File: config.mk
export PLATFORM = sky130hd
export DESIGN_NAME = ps2_key_ctrl
export DESIGN_NICKNAME = d
export VERILOG_FILES = /design/src/rtl/ps2_key_ctrl.sv
export SDC_FILE = /design/constraint.sdc
export NUM_CORES = 1
export LEC_CHECK = 0
export BUFFER_PORTS_ARGS = -buffer_cell sky130_fd_sc_hd__buf_2
export CAP_MARGIN = 20
export CORE_MARGIN = 5
export CORE_UTILIZATION = 36
export DETAILED_ROUTE_END_ITERATION = 6
export PLACE_DENSITY = 0.55
export SYNTH_ARGS = -nofsm -noshare
export SYNTH_HDL_FRONTEND = slang
export SYNTH_SLANG_ARGS = --single-unit
export TNS_END_PERCENT = 100
File: constraint.sdc
create_clock -name clk -period 6.1 [get_ports clk]
set_clock_uncertainty 0.1 [all_clocks]
set_input_delay 1.83 -clock clk [delete_from_list [all_inputs] [get_ports clk]]
set_output_delay 1.83 -clock clk [all_outputs]
set_load 0.05 [all_outputs]
File: src/rtl/ps2_key_ctrl.sv
// ps2_key_ctrl: pops bytes from the ps2_keyboard scan-code FIFO one at a time,
// strips E0/F0 prefixes, emits one key event per complete code, and tracks
// modifier, capslock, typematic-repeat and fresh-press count state.
//
// FIFO handshake: when ready=1 in S_IDLE the head byte on data is taken on
// that clock edge and nextdata_n is driven low for exactly the following
// cycle. No further byte is taken until nextdata_n has returned high and
// GAP_CYCLES idle cycles have passed, so the FIFO head has settled.
module ps2_key_ctrl #(
  parameter int GAP_CYCLES = 1,
  parameter int COUNT_W    = 8
) (
  input  logic               clk,
  input  logic               clr,
  input  logic               ready,
  input  logic [7:0]         data,
  input  logic               overflow,
  output logic               nextdata_n,
  output logic               key_valid,
  output logic [7:0]         key_code,
  output logic               key_ext,
  output logic               key_break,
  output logic               key_repeat,
  output logic               shift,
  output logic               ctrl,
  output logic               alt,
  output logic               capslock,
  output logic [COUNT_W-1:0] key_count,
  output logic [1:0]         err,
  output logic [1:0]         state_dbg
);

  localparam logic [1:0] S_IDLE = 2'd0;
  localparam logic [1:0] S_POP  = 2'd1;
  localparam logic [1:0] S_GAP  = 2'd2;

  localparam int GAP_W = (GAP_CYCLES > 1) ? $clog2(GAP_CYCLES) : 1;
  localparam logic [GAP_W-1:0] GAP_LAST = GAP_W'(GAP_CYCLES - 1);

  // {ext, code} identities of the modifier and lock keys
  localparam logic [8:0] ID_LSHIFT = 9'h012;
  localparam logic [8:0] ID_RSHIFT = 9'h059;
  localparam logic [8:0] ID_LCTRL  = 9'h014;
  localparam logic [8:0] ID_RCTRL  = 9'h114;
  localparam logic [8:0] ID_LALT   = 9'h011;
  localparam logic [8:0] ID_RALT   = 9'h111;
  localparam logic [8:0] ID_CAPS   = 9'h058;

  logic [1:0]         state_q, state_d;
  logic [GAP_W-1:0]   gap_cnt_q, gap_cnt_d;
  logic               nextdata_n_q, nextdata_n_d;
  logic               ext_q, ext_d, brk_q, brk_d;
  logic               key_valid_q, key_valid_d;
  logic [7:0]         key_code_q, key_code_d;
  logic               key_ext_q, key_ext_d;
  logic               key_break_q, key_break_d;
  logic               key_repeat_q, key_repeat_d;
  logic               last_valid_q, last_valid_d;
  logic               last_ext_q, last_ext_d;
  logic [7:0]         last_code_q, last_code_d;
  logic               lshift_q, lshift_d, rshift_q, rshift_d;
  logic               lctrl_q, lctrl_d, rctrl_q, rctrl_d;
  logic               lalt_q, lalt_d, ralt_q, ralt_d;
  logic               capslock_q, capslock_d;
  logic [COUNT_W-1:0] key_count_q, key_count_d;
  logic [1:0]         err_q, err_d;

  // Classification of the byte currently at the FIFO head
  logic [8:0] key_id;
  logic       is_same, is_mod, is_caps;
  assign key_id  = {ext_q, data};
  assign is_same = last_valid_q && (last_ext_q == ext_q) && (last_code_q == data);
  assign is_caps = (key_id == ID_CAPS);
  assign is_mod  = (key_id == ID_LSHIFT) || (key_id == ID_RSHIFT) ||
                   (key_id == ID_LCTRL)  || (key_id == ID_RCTRL)  ||
                   (key_id == ID_LALT)   || (key_id == ID_RALT);

  // Sequencer FSM and byte decode; decode happens on the edge that takes the byte
  always_comb begin
    state_d      = state_q;
    gap_cnt_d    = gap_cnt_q;
    nextdata_n_d = 1'b1;
    ext_d        = ext_q;
    brk_d        = brk_q;
    key_valid_d  = 1'b0;
    key_code_d   = key_code_q;
    key_ext_d    = key_ext_q;
    key_break_d  = key_break_q;
    key_repeat_d = key_repeat_q;
    last_valid_d = last_valid_q;
    last_ext_d   = last_ext_q;
    last_code_d  = last_code_q;
    lshift_d     = lshift_q;
    rshift_d     = rshift_q;
    lctrl_d      = lctrl_q;
    rctrl_d      = rctrl_q;
    lalt_d       = lalt_q;
    ralt_d       = ralt_q;
    capslock_d   = capslock_q;
    key_count_d  = key_count_q;
    err_d        = {err_q[1] | overflow, err_q[0]};

    case (state_q)
      S_IDLE: begin
        if (ready) begin
          nextdata_n_d = 1'b0;
          state_d      = S_POP;
          if (data == 8'hE0) begin
            if (ext_q || brk_q) begin
              err_d[0] = 1'b1;
              ext_d    = 1'b0;
              brk_d    = 1'b0;
            end else begin
              ext_d = 1'b1;
            end
          end else if (data == 8'hF0) begin
            if (brk_q) begin
              err_d[0] = 1'b1;
              ext_d    = 1'b0;
              brk_d    = 1'b0;
            end else begin
              brk_d = 1'b1;
            end
          end else if ((data == 8'h00) || (data == 8'hFF)) begin
            err_d[0] = 1'b1;
            ext_d    = 1'b0;
            brk_d    = 1'b0;
          end else if ((data == 8'hAA) && !ext_q && !brk_q) begin
            // BAT completion code: nothing to report
          end else begin
            key_valid_d = 1'b1;
            key_code_d  = data;
            key_ext_d   = ext_q;
            key_break_d = brk_q;
            ext_d       = 1'b0;
            brk_d       = 1'b0;
            if (brk_q) begin
              key_repeat_d = 1'b0;
              if (is_same) last_valid_d = 1'b0;
            end else begin
              key_repeat_d = is_same;
              if (!is_same) begin
                last_valid_d = 1'b1;
                last_ext_d   = ext_q;
                last_code_d  = data;
                if (is_caps) capslock_d = ~capslock_q;
                if (!is_caps && !is_mod) key_count_d = key_count_q + 1'b1;
              end
            end
            // Each modifier side follows make (set) / break (clear)
            if (key_id == ID_LSHIFT) lshift_d = ~brk_q;
            if (key_id == ID_RSHIFT) rshift_d = ~brk_q;
            if (key_id == ID_LCTRL)  lctrl_d  = ~brk_q;
            if (key_id == ID_RCTRL)  rctrl_d  = ~brk_q;
            if (key_id == ID_LALT)   lalt_d   = ~brk_q;
            if (key_id == ID_RALT)   ralt_d   = ~brk_q;
          end
        end
      end
      S_POP: begin
        state_d   = S_GAP;
        gap_cnt_d = '0;
      end
      S_GAP: begin
        if (gap_cnt_q == GAP_LAST) begin
          state_d   = S_IDLE;
          gap_cnt_d = '0;
        end else begin
          gap_cnt_d = gap_cnt_q + 1'b1;
        end
      end
      default: state_d = S_IDLE;
    endcase
  end

  // State registers; clr wins over everything, including a pop in flight
  always_ff @(posedge clk or posedge clr) begin
    if (clr) begin
      state_q      <= S_IDLE;
      gap_cnt_q    <= '0;
      nextdata_n_q <= 1'b1;
      ext_q        <= 1'b0;
      brk_q        <= 1'b0;
      key_valid_q  <= 1'b0;
      key_code_q   <= 8'h00;
      key_ext_q    <= 1'b0;
      key_break_q  <= 1'b0;
      key_repeat_q <= 1'b0;
      last_valid_q <= 1'b0;
      last_ext_q   <= 1'b0;
      last_code_q  <= 8'h00;
      lshift_q     <= 1'b0;
      rshift_q     <= 1'b0;
      lctrl_q      <= 1'b0;
      rctrl_q      <= 1'b0;
      lalt_q       <= 1'b0;
      ralt_q       <= 1'b0;
      capslock_q   <= 1'b0;
      key_count_q  <= '0;
      err_q        <= 2'b00;
    end else begin
      state_q      <= state_d;
      gap_cnt_q    <= gap_cnt_d;
      nextdata_n_q <= nextdata_n_d;
      ext_q        <= ext_d;
      brk_q        <= brk_d;
      key_valid_q  <= key_valid_d;
      key_code_q   <= key_code_d;
      key_ext_q    <= key_ext_d;
      key_break_q  <= key_break_d;
      key_repeat_q <= key_repeat_d;
      last_valid_q <= last_valid_d;
      last_ext_q   <= last_ext_d;
      last_code_q  <= last_code_d;
      lshift_q     <= lshift_d;
      rshift_q     <= rshift_d;
      lctrl_q      <= lctrl_d;
      rctrl_q      <= rctrl_d;
      lalt_q       <= lalt_d;
      ralt_q       <= ralt_d;
      capslock_q   <= capslock_d;
      key_count_q  <= key_count_d;
      err_q        <= err_d;
    end
  end

  assign nextdata_n = nextdata_n_q;
  assign key_valid  = key_valid_q;
  assign key_code   = key_code_q;
  assign key_ext    = key_ext_q;
  assign key_break  = key_break_q;
  assign key_repeat = key_repeat_q;
  assign shift      = lshift_q | rshift_q;
  assign ctrl       = lctrl_q | rctrl_q;
  assign alt        = lalt_q | ralt_q;
  assign capslock   = capslock_q;
  assign key_count  = key_count_q;
  assign err        = err_q;
  assign state_dbg  = state_q;

endmodule

Yosys cells after proc, flatten, opt, wreduce, memory -nomap -nowiden
Cells that the tools add are included.
Widths: inputs -> output; s select.
- bits of input ports: 12
- flip-flop bits (word level): 45
- reduce and logical (&&, ||, !) cells: 35
- eq/ne operators: 22
- multiplexer cells: 32
- $add $sub $neg: 2
- bitwise gates (word level): 11
- operators with widths (operator ; number):
    $reduce_and 7->1 ; 6
    $eq 8x8->1 const B ; 4
    $mux 1 ; 28
    $eq 9x5->1 const B ; 3
    $eq 9x7->1 const B ; 2
    $eq 9x9->1 const B ; 2
    $reduce_and 9->1 ; 2
    $reduce_and 8->1 ; 2
    $add 8x1->8 const B ; 1
    $eq 8x8->1 ; 1
    $logic_not 8->1 ; 1
    $reduce_and 4->1 ; 2
    $logic_or 1x1->1 ; 7
    $not 1->1 ; 7
    $ne 2x2->1 const B ; 3
    $pmux 2 s3 ; 1
    $reduce_and 6->1 ; 1
    $logic_and 1x1->1 ; 5
    $reduce_and 5->1 ; 1
    $logic_not 1->1 ; 4
    $mux 2 ; 2
    $ne 2x1->1 const B ; 2
    $ne 4x4->1 const B ; 1
    $or 1x1->1 ; 4
    other kinds (10) ; 10

Logic depth before layout (Yosys ltp)
- depth in word-level cells: 9
- mapped depth: 8
- depth with buffers taken out: 7

Worst setup path after synthesis
OpenSTA, ideal clock, no wires.
- kind: input to register
- from: input data[4]
- to: register key_code_q[0], in the netlist key_code[0]
- required time: 5.872 ns
- slack: 2.407 ns
- cell stages on the path: 6
- data arrival time: 3.465 ns
- cells stage by stage: buf_2 -> or4b_1 -> o31ai_4 -> or2_2 -> buf_6 -> mux2_1
- cells in the longest elaborated chain, start to end: 5
- ends and longest elaborated chain (element ; line ; text):
    start, declared ; 16 ; input logic [7:0] data,
    $eq 8x8->1 ; 128 ; end else if ((data == 8'hAA) && !ext_q && !brk_q) begin
    $logic_and 1x1->1 (2 in a row) ; 128 ;
    $not 1->1 (no source line) ; n/a ;
    $reduce_and 6->1 (no source line) * ; n/a ;
    end signal, assigned ; 208 ; key_code_q <= key_code_d;
    end, declared ; 54 ; logic [7:0] key_code_q, key_code_d;
Every way passes the cells marked *; elsewhere a longest branch is shown, timed or not.
A chain may end at the register's enable or synchronous reset.

Worst setup path after layout
- from: input data[1]
- to: register key_repeat_q, in the netlist key_repeat
- cells in the longest elaborated chain, start to end: 5
- ends and longest elaborated chain (element ; line ; text):
    $eq 8x8->1 ; 128 ;
    $logic_and 1x1->1 (2 in a row) ; 128 ;
    $not 1->1 (no source line) ; n/a ;
    $reduce_and 6->1 (no source line) ; n/a ;
    end signal, assigned ; 211 ; key_repeat_q <= key_repeat_d;
    end, declared ; 57 ; logic key_repeat_q, key_repeat_d;
Several ways; a longest one is shown, not always the timed one.

==> flow_metrics.env <==
export IMPL_drive_above_1_share_pct=35.3
export IMPL_drc=0
export IMPL_grt_ovfl_total=0
export IMPL_insertion_delay_ns=0.30
export IMPL_arrival_ns=3.72
export IMPL_cts_resized=0
export IMPL_rsz0062_at_grt="false"
export IMPL_floorplan_initialDensity_pct=37.2
export IMPL_io_buffers=40
export IMPL_synth_seq_cells=44
export IMPL_p_per_area_mw_per_mm2=370
export IMPL_synth_cell_types=43
export IMPL_routabilityCongestion=0.722
export IMPL_drt_iter0_markers=95
export IMPL_worstHoldPathType="flip-flop to flip-flop"
export IMPL_synth_area_top_cells="dfrtp_1, mux2_4, xnor2_1"
export IMPL_die_w_um=88.5
export IMPL_max_freq_ghz=0.276
export IMPL_synth_common_cells="dfrtp_1, xnor2_1, mux2_4, nand2_1, nand4_1"
export IMPL_regArea_sq_mm=0.00110
export IMPL_cts_hold_buf=0
export IMPL_fp_coreArea_sq_mm=0.00596
export IMPL_grt_use_total_pct=12.5
export IMPL_fin_tns_setup_ns=0
export IMPL_worstSetupPathType="input pin to flip-flop"
export IMPL_cp_start_kind="input pin"
export IMPL_cts_tree="yes"
export IMPL_async_reset_ff_share_pct=100
export IMPL_final_hold_viol_count=0
export IMPL_crit_buf_inv=2
export IMPL_pre_cts_ws_ns=2.13
export IMPL_die_area_sq_mm=0.00782
export IMPL_maxCapViolCount=0
export IMPL_rows=28
export IMPL_wl_per_cell_um=15.1
export IMPL_synth_cells=179
export IMPL_multi_input_area_sq_mm=0.00100
export IMPL_nets=231
export IMPL_max_clock_path_buffers=2
export IMPL_fp_dieH_um=88.5
export IMPL_placed_cells=285
export IMPL_wl_um=4410
export IMPL_synth_enable_flop_cells=0
export IMPL_cts_htree_levels=2
export IMPL_path_max_fanout=13
export IMPL_slew_violations=0
export IMPL_min_period_over_period_pct=59.4
export IMPL_synth_top_cell_by_area="dfrtp_1"
export IMPL_grt_pass1_wl_um=7380
export IMPL_crit_chain="buf_2, or4b_4, o31ai_4, or2_2, inv_2, mux2_4"
export IMPL_cts_root_buf="clkbuf_8"
export IMPL_vias=1431
export IMPL_yosys_warnings=0
export IMPL_ant_nets=0
export IMPL_seq_area_frac_synth_pct=49.7
export IMPL_diodes=0
export IMPL_viasPerCell=4.88
export IMPL_grt_max_degree=45
export IMPL_post_cts_setup_buffer_count=0
export IMPL_crit_path_end_kind="flip-flop"
export IMPL_vdd_drop_max_v=0.000158
export IMPL_synth_nets=193
export IMPL_finalSetupViolations=0
export IMPL_critical_path_top_delay_family="simple AND/OR/NAND/NOR gates"
export IMPL_first_global_vias=1399
export IMPL_clock_sinks=44
export IMPL_synthesis_area_sq_mm=0.00222
export IMPL_synth_most_common_cell="dfrtp_1"
export IMPL_dr_pass1_iters=4
export IMPL_final_cells=293
export IMPL_fin_crit_ns=3.62
export IMPL_fillers=595
export IMPL_setup_ws_ns=2.48
export IMPL_hpwl_um=3170
export IMPL_synthToLayoutAreaGrowth_pct=15.5
export IMPL_max_slew_margin_rel_pct=56.2
export IMPL_ios=41
export IMPL_synthFlopType="dfrtp_1"
export IMPL_synth_top_area_share_pct=48.6
export IMPL_synth_area_per_cell_sq_um=12.4
export IMPL_slowest_delay_ns=0.52
export IMPL_worst_pin_slew_ns=0.654
export IMPL_antenna_found_initial=0
export IMPL_critPathSlowestCell="or4b_4"
export IMPL_cp_required_ns=6.20
export IMPL_status="complete, no violations"
export IMPL_clk_pin_slew_ns=0.09
export IMPL_p_leak_nw=1.17
export IMPL_cts_buffers=5
[final cells by class]
| type | instances | share of cell area (%) |
|---|---|---|
| clock buffers | 5 | 2.69 |
| flip-flops and latches | 44 | 43.1 |
| inverters | 11 | 1.61 |
| repair buffers | 41 | 8.12 |
| well taps | 75 | 3.67 |
| multi-input cells | 114 | 39.2 |
| clock inverters | 3 | 1.66 |
[sequential cells by signal (all words and copies together), names as in the netlist, 2 cells and up]
register	count
err	2
key_code	8
key_count	8
last_code_q	8
state_dbg	2
[routing by layer]
metal / vias up / part of all wire [%] / wire length (um) / GRT usage (%)
li1: 695 / - / - / -
met1: 696 / 49 / 2180 / 18.3
met2: 34 / 44 / 1940 / 17.9
met3: 6 / 5.1 / 224 / 2.70
met4: 0 / 1.7 / 77 / 5.36
met5: - / 0 / 0 / 0
[final timing paths]
kind | start | slack [ns] | cells after the start | to
min reg2reg | err[1] | 0.37 | 1 | err[1]
min | err[1] | 0.37 | 1 | err[1]
min in group asynchronous | clr | 1.55 | 3 | last_code_q[5]
max in group asynchronous | clr | 3.96 | 3 | key_count[0]
max reg2reg | ext_q | 3.64 | 5 | key_repeat
max | data[1] | 2.48 | 6 | key_repeat
[per-stage QoR]
stage	util, %	power (mW)	area, sq um	hold WS, ns
floorplan	-	0.656	2220	0.355
global placement	41.1	0.728	2450	0.346
detailed placement	41.1	0.729	2450	0.345
CTS	43.0	0.962	2560	0.370
global route	43.0	0.997	2560	0.385
finish	43.0	0.948	2560	0.366
[cells in the final DEF, fill, tap and decap left out, drive strengths merged, types with 2 or more instances in the layout]
| master | instances |
|---|---|
| and2 | 2 |
| nand2 | 11 |
| or4b | 3 |
| nor2 | 5 |
| and3 | 2 |
| nand4 | 11 |
| clkinv | 2 |
| xor2 | 2 |
| mux2 | 20 |
| a21oi | 2 |
| o21ai | 7 |
| or4 | 3 |
| inv | 10 |
| mux2i | 4 |
| clkbuf | 5 |
| buf | 41 |
| ha | 2 |
| or2 | 2 |
| dfrtp | 43 |
| nand3 | 2 |
| nand2b | 3 |
| xnor2 | 16 |
| nor3 | 6 |
[where the power goes]
group / leakage, nW / internal, mW / switching, mW / total, mW
clock network: 0.0541 / 0.121 / 0.105 / 0.226
registers: 0.529 / 0.346 / 0.0476 / 0.394
logic: 0.586 / 0.107 / 0.220 / 0.328
[cell families (layout without fill, tap and decap cells)]
logic type,count (synthesis),in the layout,synth area share [%]
flops,44,44,49.7
fa+ha+maj,2,2,1.13
simple gates,56,56,18.1
mux,24,24,13.8
buf+inv,21,60,5.03
compound gates,14,14,5.08
xor+xnor,18,18,7.11
Note: power is estimated with default switching activity, not from simulation.
